`src/rtl/pr_led_sink.sv`:
```
// pr_led_sink: static-region consumer of the reconfigurable partition's LED bus.
// Filters the raw bus, freezes it while the partition is decoupled,
// re-qualifies it after reload and drives PWM-dimmed LED pins.
module pr_led_sink #(
  parameter int LED_W      = 2,
  parameter int STABLE_CYC = 16,
  parameter int PWM_W      = 8,
  parameter int CNT_W      = 16
) (
  input  logic             clk,
  input  logic             rst_n,
  input  logic             decouple,
  input  logic [LED_W-1:0] rm_led,
  input  logic [PWM_W-1:0] duty,
  output logic [LED_W-1:0] led_pin,
  output logic             led_valid,
  output logic             decouple_ack,
  output logic [CNT_W-1:0] change_cnt
);

  localparam int STAB_W = $clog2(STABLE_CYC + 1);
  localparam logic [STAB_W-1:0] STAB_MAX = STAB_W'(STABLE_CYC);

  typedef enum logic [1:0] {
    SETTLE    = 2'd0,
    RUN       = 2'd1,
    DECOUPLED = 2'd2
  } state_t;

  // Stability counter saturates so a long-stable bus stays qualified.
  function automatic logic [STAB_W-1:0] stab_inc(input logic [STAB_W-1:0] v);
    return (v == STAB_MAX) ? v : v + 1'b1;
  endfunction

  // Change counter sticks at all-ones instead of wrapping.
  function automatic logic [CNT_W-1:0] cnt_inc(input logic [CNT_W-1:0] v);
    return (&v) ? v : v + 1'b1;
  endfunction

  state_t             state;
  state_t             state_nxt;
  logic [LED_W-1:0]   r1_p0;
  logic [LED_W-1:0]   cand_p1;
  logic [STAB_W-1:0]  stab_p1;
  logic [LED_W-1:0]   accepted_p2;
  logic [PWM_W-1:0]   pwm_cnt;

  logic               stab_full;
  logic               is_new;
  logic               accept_en;
  logic               count_en;
  logic               restart;
  logic               valid_nxt;
  logic               ack_nxt;
  logic               pwm_on;

  assign stab_full = (stab_p1 == STAB_MAX);
  assign is_new    = (cand_p1 != accepted_p2);
  assign count_en  = accept_en & is_new;
  assign pwm_on    = (&duty) | (pwm_cnt < duty);

  // State register.
  always_ff @(posedge clk or negedge rst_n) begin
    if (!rst_n) state <= SETTLE;
    else        state <= state_nxt;
  end

  // Next-state logic: decouple always wins over a pending qualification.
  always_comb begin
    state_nxt = state;
    case (state)
      RUN:       if (decouple) state_nxt = DECOUPLED;
      DECOUPLED: if (!decouple) state_nxt = SETTLE;
      SETTLE: begin
        if (decouple)       state_nxt = DECOUPLED;
        else if (stab_full) state_nxt = RUN;
      end
      default:   state_nxt = SETTLE;
    endcase
  end

  // Control decode: accept strobes, window restart and next status flags.
  always_comb begin
    accept_en = 1'b0;
    restart   = 1'b0;
    valid_nxt = led_valid;
    ack_nxt   = decouple_ack;
    case (state)
      RUN: begin
        if (decouple) begin
          valid_nxt = 1'b0;
          ack_nxt   = 1'b1;
        end else if (stab_full && is_new) begin
          accept_en = 1'b1;
        end
      end
      DECOUPLED: begin
        if (!decouple) begin
          ack_nxt = 1'b0;
          restart = 1'b1;
        end else begin
          valid_nxt = 1'b0;
          ack_nxt   = 1'b1;
        end
      end
      SETTLE: begin
        if (decouple) begin
          valid_nxt = 1'b0;
          ack_nxt   = 1'b1;
        end else if (stab_full) begin
          accept_en = 1'b1;
          valid_nxt = 1'b1;
        end
      end
      default: begin
        valid_nxt = 1'b0;
        ack_nxt   = 1'b0;
      end
    endcase
  end

  // Glitch filter: sample, track candidate and count consecutive matches.
  always_ff @(posedge clk or negedge rst_n) begin
    if (!rst_n) begin
      r1_p0   <= '0;
      cand_p1 <= '0;
      stab_p1 <= '0;
    end else begin
      r1_p0 <= rm_led;
      if (r1_p0 != cand_p1) cand_p1 <= r1_p0;
      if (restart)                stab_p1 <= '0;
      else if (r1_p0 == cand_p1)  stab_p1 <= stab_inc(stab_p1);
      else                        stab_p1 <= STAB_W'(1);
    end
  end

  // Accepted value and its change counter; frozen outside accept strobes.
  always_ff @(posedge clk or negedge rst_n) begin
    if (!rst_n) begin
      accepted_p2 <= '0;
      change_cnt  <= '0;
    end else begin
      if (accept_en) accepted_p2 <= cand_p1;
      if (count_en)  change_cnt  <= cnt_inc(change_cnt);
    end
  end

  // Status flags toward the static region.
  always_ff @(posedge clk or negedge rst_n) begin
    if (!rst_n) begin
      led_valid    <= 1'b0;
      decouple_ack <= 1'b0;
    end else begin
      led_valid    <= valid_nxt;
      decouple_ack <= ack_nxt;
    end
  end

  // Free-running PWM and registered pin drive of the accepted value.
  always_ff @(posedge clk or negedge rst_n) begin
    if (!rst_n) begin
      pwm_cnt <= '0;
      led_pin <= '0;
    end else begin
      pwm_cnt <= pwm_cnt + 1'b1;
      led_pin <= accepted_p2 & {LED_W{pwm_on}};
    end
  end

endmodule

```
`config.mk`:
```
export PLATFORM = sky130hd
export DESIGN_NAME = pr_led_sink
export DESIGN_NICKNAME = d
export VERILOG_FILES = /design/src/rtl/pr_led_sink.sv
export SDC_FILE = /design/constraint.sdc
export NUM_CORES = 1
export LEC_CHECK = 0
export CAP_MARGIN = 15
export CORE_ASPECT_RATIO = 1.75
export CORE_UTILIZATION = 25
export CTS_CLUSTER_DIAMETER = 40
export DETAILED_ROUTE_END_ITERATION = 8
export DONT_BUFFER_PORTS = 1
export GPL_TIMING_DRIVEN = 0
export PLACE_DENSITY_LB_ADDON = 0.05
export SETUP_SLACK_MARGIN = 0.3
export SKIP_LAST_GASP = 1
export SYNTH_ARGS = -nofsm -noshare
export SYNTH_HDL_FRONTEND = slang
export SYNTH_SLANG_ARGS = --single-unit
export TNS_END_PERCENT = 1
```
`constraint.sdc`:
```
create_clock -name clk -period 4.35 [get_ports clk]
set_input_delay 1.305 -clock clk [delete_from_list [all_inputs] [get_ports clk]]
set_output_delay 1.305 -clock clk [all_outputs]
set_load 0.03 [all_outputs]
```
; ---- Word level (Yosys, flattened, before mapping)
; Index checks and enable logic that the tools add are counted.
[totals]
register_bits = 41
inputBits = 13
out_inout_bits = 20
word_cells = 61
[classes]
addsub = 3
magnitude_cmp = 1
eq_ne = 12
mux = 22
n_bitwise = 4
n_reduce_logical = 9
[ops]
columns = cell, count
row1 = $add 16x1->16 const B, 1
row2 = $reduce_and 16->1, 1
row3 = $mux 5, 3
row4 = $mux 1, 11
row5 = $add 8x1->8 const B, 1
row6 = $lt 8x8->1, 1
row7 = $mux 2, 4
row8 = $reduce_and 8->1, 1
row9 = $ne 3x3->1 const B, 2
row10 = $pmux 1 s2, 3
row11 = $pmux 2 s3, 1
row12 = $add 5x1->5 const B, 1
row13 = $eq 5x5->1 const B, 1
row14 = $ne 2x1->1 const B, 2
row15 = $ne 2x2->1, 2
row16 = $ne 2x2->1 const B, 2
row17 = $reduce_and 2->1, 2
row18 = $reduce_or 2->1, 2
row19 = $reduce_and 3->1, 1
row20 = $and 2x2->2, 1
row21 = $eq 2x1->1 const B, 1
row22 = $eq 2x2->1, 1
row23 = $eq 2x2->1 const B, 1
row24 = $logic_not 2->1, 1
row25 = 4 further kinds, 4

; ---- Longest topological paths before layout
[depth]
ltp_word = 7
ltp_mapped = 9

; ---- Worst setup path before layout
; OpenSTA, ideal clock, no wires.
[synth_path]
path_type = input-to-reg
startpoint = in decouple
endpoint = reg change_cnt[15]
arrival_ns = 2.297
setup_slack_ns = 1.928
path_stages = 4
path_cell_list = a2111oi_4 and4_1 nand3_1 mux2_4
[synth_via]
elab_chain_len = 4
elab_cells_between_ends = 5
cone_classes = mux: 3 / bitwise: 1 / reduce/logical: 1
[synth_lines]
columns = item, line
row1 = start: declaration, 12  ; input logic decouple,
row2 = $mux 1 (on tied branches), "107, 90"
row3 = $pmux 1 s2 *, 88  ; case (state)
row4 = $and 1x1->1 *, 59  ; assign count_en = accept_en & is_new;
row5 = $reduce_and 2->1 (no line) *, -
row6 = end signal: assignment, 144  ; if (count_en) change_cnt <= cnt_inc(change_cnt);
row7 = end: declaration, 18  ; output logic [CNT_W-1:0] change_cnt
; Every way passes the cells marked *; elsewhere a longest branch is shown, timed or not.
; A chain may end at the register's enable or synchronous reset.

; ---- Final worst setup path
[layout_path]
startpoint = in decouple
endpoint = reg change_cnt[4]
; The elaborated chain is that of the path after synthesis.

==> run metrics <==
status finished, violations left; failing checks design-rule violations; drt first pass iters 6; # rows 43; largest net degree at the start of global routing 42; critical path class in2reg; mapped cell area 0.00209 mm^2; ANT cells 0; Period Utilization, post-route 0.525; remaining antenna violation count 0; Final Instance Area 0.00234 mm^2; Worst Path Max Fanout 10; via count 1395; Sink Count 41; switching share of power 0.256; Slew Limit Fails 0; min Tclk post-route 2280 ps; Avg Cell Area, Syn 10.7 um^2; CTS tree built; Hold-fix buffers, CTS 0; WP data arrival 2440 ps; synthesis-to-finish area growth 12.0%; synth unique cells 30; sequential share of the synthesized area 0.490; input/output buffers 0; routability congestion estimate from global placement 0.725; vias in the first global route 1509; RSZ-0062 raised after global routing no; Clock Pin Slew Worst Setup and Hold Paths 60 ps; initial antenna violation count 0; Starting Density 0.261; met3 GRT Util 0.0359; total grt overflow 0; critical path required time 4500 ps; Synth warnings 0; residual DRC count 2; commonest cells after routing, fill and taps aside 41 x dfrtp_1, 19 x xnor2_1, 15 x ha_1; Mapped Nets 223; commonest non-fill, non-tap cell in the layout dfrtp_1; Mapped Cells 195; cell area after placement 0.00220 mm^2; final setup TNS 0 ps; Fin. Hold Viols 0; H-tree depth 2; post-CTS setup buffers 0; Leakage 1.09 nW; CTS Buf Count 5; Layout Nets 230; post-cts sizing count 0; vias per inst 4.76; DR iter-0 viols 33; Die Wd 71.2 um; first-pass GRT wire length 7210 um; Bufs on Longest Clock Path 2; # setup viols final 0; post-detail-place hpwl 3170 um; Min-Delay Path Class reg2reg; M2 GR Usage 0.202; NetSw 224 uW; crit end category flop; Setup Skew 4.55 ps; Ports 33; core area 0.00802 mm^2; met1 GRT Util 0.104; Comb power frac 0.115; GRT Overall Usage 0.109; Slew @ Worst Pin 584 ps; die area 0.00875 mm^2; clock latency on the worst-skew pair 280 ps; internal power 649 uW; power share of the clock group 0.404; Top Usage Layer GRT met2; MaxCap Viol Count 0; crit path launch type primary input; layout cells sized above 1 0.0936; sequential share of power 0.481; pwr dens 372 mW/mm^2; VDD IR-drop max 197 uV; relative slew slack 0.610; die height 123 um; fmax 438 MHz; drt wl/cell 14.1 um; Clock Tree Root clkbuf_16; synthesized flop and latch total 41; DRT Wirelength 4120 um
[worst paths after layout]
kind,start,end,slack [ps],cells past startpoint
worst max-delay path,decouple,change_cnt[4],2070,5
worst min-delay path,pwm_cnt[0],pwm_cnt[0],470,1
worst max register to register,change_cnt[2],change_cnt[15],2110,5
worst min register to register,pwm_cnt[0],pwm_cnt[0],470,1
max in group asynchronous,rst_n,pwm_cnt[3],3540,0
min in group asynchronous,rst_n,change_cnt[12],720,0
[per-layer routing]
layer	part of all wire	wire length (um)
met4	0.024	97
met5	0	0
met2	0.56	2300
met1	0.36	1480
met3	0.059	243
[layout make-up]
| type | count | area [um^2] |
|---|---|---|
| Tap cell | 90 | 113 |
| Multi-Input combinational cell | 135 | 980 |
| Clock inverter | 2 | 10.0 |
| Clock buffer | 6 | 129 |
| Sequential cell | 41 | 1030 |
| Inverter | 14 | 52.6 |
| Fill cell | 825 | 5670 |
| Buffer | 5 | 33.8 |
[flip-flops by register name (all words and copies together), names as in the netlist]
name	cells
led_pin	2
r1_p0	2
pwm_cnt	8
led_valid	1
stab_p1	5
state	2
decouple_ack	1
change_cnt	16
cand_p1	2
accepted_p2	2
[critical path, cell delays in order]
cell and delay, ps:
a2111oi_4 410, o31a_2 280, buf_6 160, nand4_1 120, xnor2_1 160
[power by group through the flow]
stage / Clock, mW / Sequential, mW / Combinational, mW
6_report: 0.353 / 0.419 / 0.100
5_1_grt: 0.384 / 0.422 / 0.114
4_1_cts: 0.369 / 0.420 / 0.102
3_5_place_dp: 0 / 0.427 / 0.101
3_3_place_gp: 0 / 0.426 / 0.0971
2_1_floorplan: 0 / 0.423 / 0.0805
[Yosys cell counts, drive strengths merged]
| library cell | count | area [um^2] |
|---|---|---|
| a2111oi | 1 | 27.5 |
| a21o | 1 | 7.51 |
| a21oi | 8 | 40.0 |
| a22o | 1 | 8.76 |
| a2bb2oi | 1 | 8.76 |
| and2 | 1 | 6.26 |
| and3 | 7 | 43.8 |
| and4 | 2 | 17.5 |
| buf | 2 | 22.5 |
| clkbuf | 3 | 11.3 |
| dfrtp | 41 | 1030 |
| ha | 15 | 188 |
| inv | 14 | 52.6 |
| mux2 | 5 | 60.1 |
| nand2 | 14 | 52.6 |
| nand2b | 1 | 6.26 |
| nand3 | 13 | 65.1 |
| nand4 | 7 | 43.8 |
| nand4bb | 1 | 11.3 |
| nor2 | 14 | 52.6 |
| nor3 | 2 | 10.0 |
| nor3b | 1 | 7.51 |
| o21ai | 8 | 40.0 |
| o31a | 2 | 20.0 |
| or3 | 2 | 18.8 |
| or4 | 1 | 7.51 |
| xnor2 | 19 | 166 |
| xor2 | 8 | 70.1 |
[kinds of logic (layout without fill, tap and decap cells)]
family / count (synthesis) / in the layout / synth area share
AOI/OAI and AO/OA: 22 / 22 / 0.0730
xor gates and xnor gates: 27 / 27 / 0.113
adders and majority gates: 15 / 15 / 0.0897
buffers and inverters: 19 / 27 / 0.0413
DFF: 41 / 41 / 0.490
muxes: 5 / 5 / 0.0287
and+or+nand+nor: 66 / 66 / 0.164
[per-stage QoR]
| step | power [mW] | hold slack, ps | cells | setup slack [ps] | utilization |
|---|---|---|---|---|---|
| floorplan | 0.504 | 428 | 195 | 1930 | - |
| global placement | 0.523 | 453 | 285 | 1730 | 0.275 |
| detailed placement | 0.528 | 465 | 285 | 1730 | 0.275 |
| CTS | 0.891 | 473 | 293 | 2030 | 0.292 |
| global route | 0.919 | 505 | 293 | 1980 | 0.292 |
| finish | 0.872 | 473 | 293 | 2070 | 0.292 |
No activity file was read; power rests on OpenSTA's default activity.
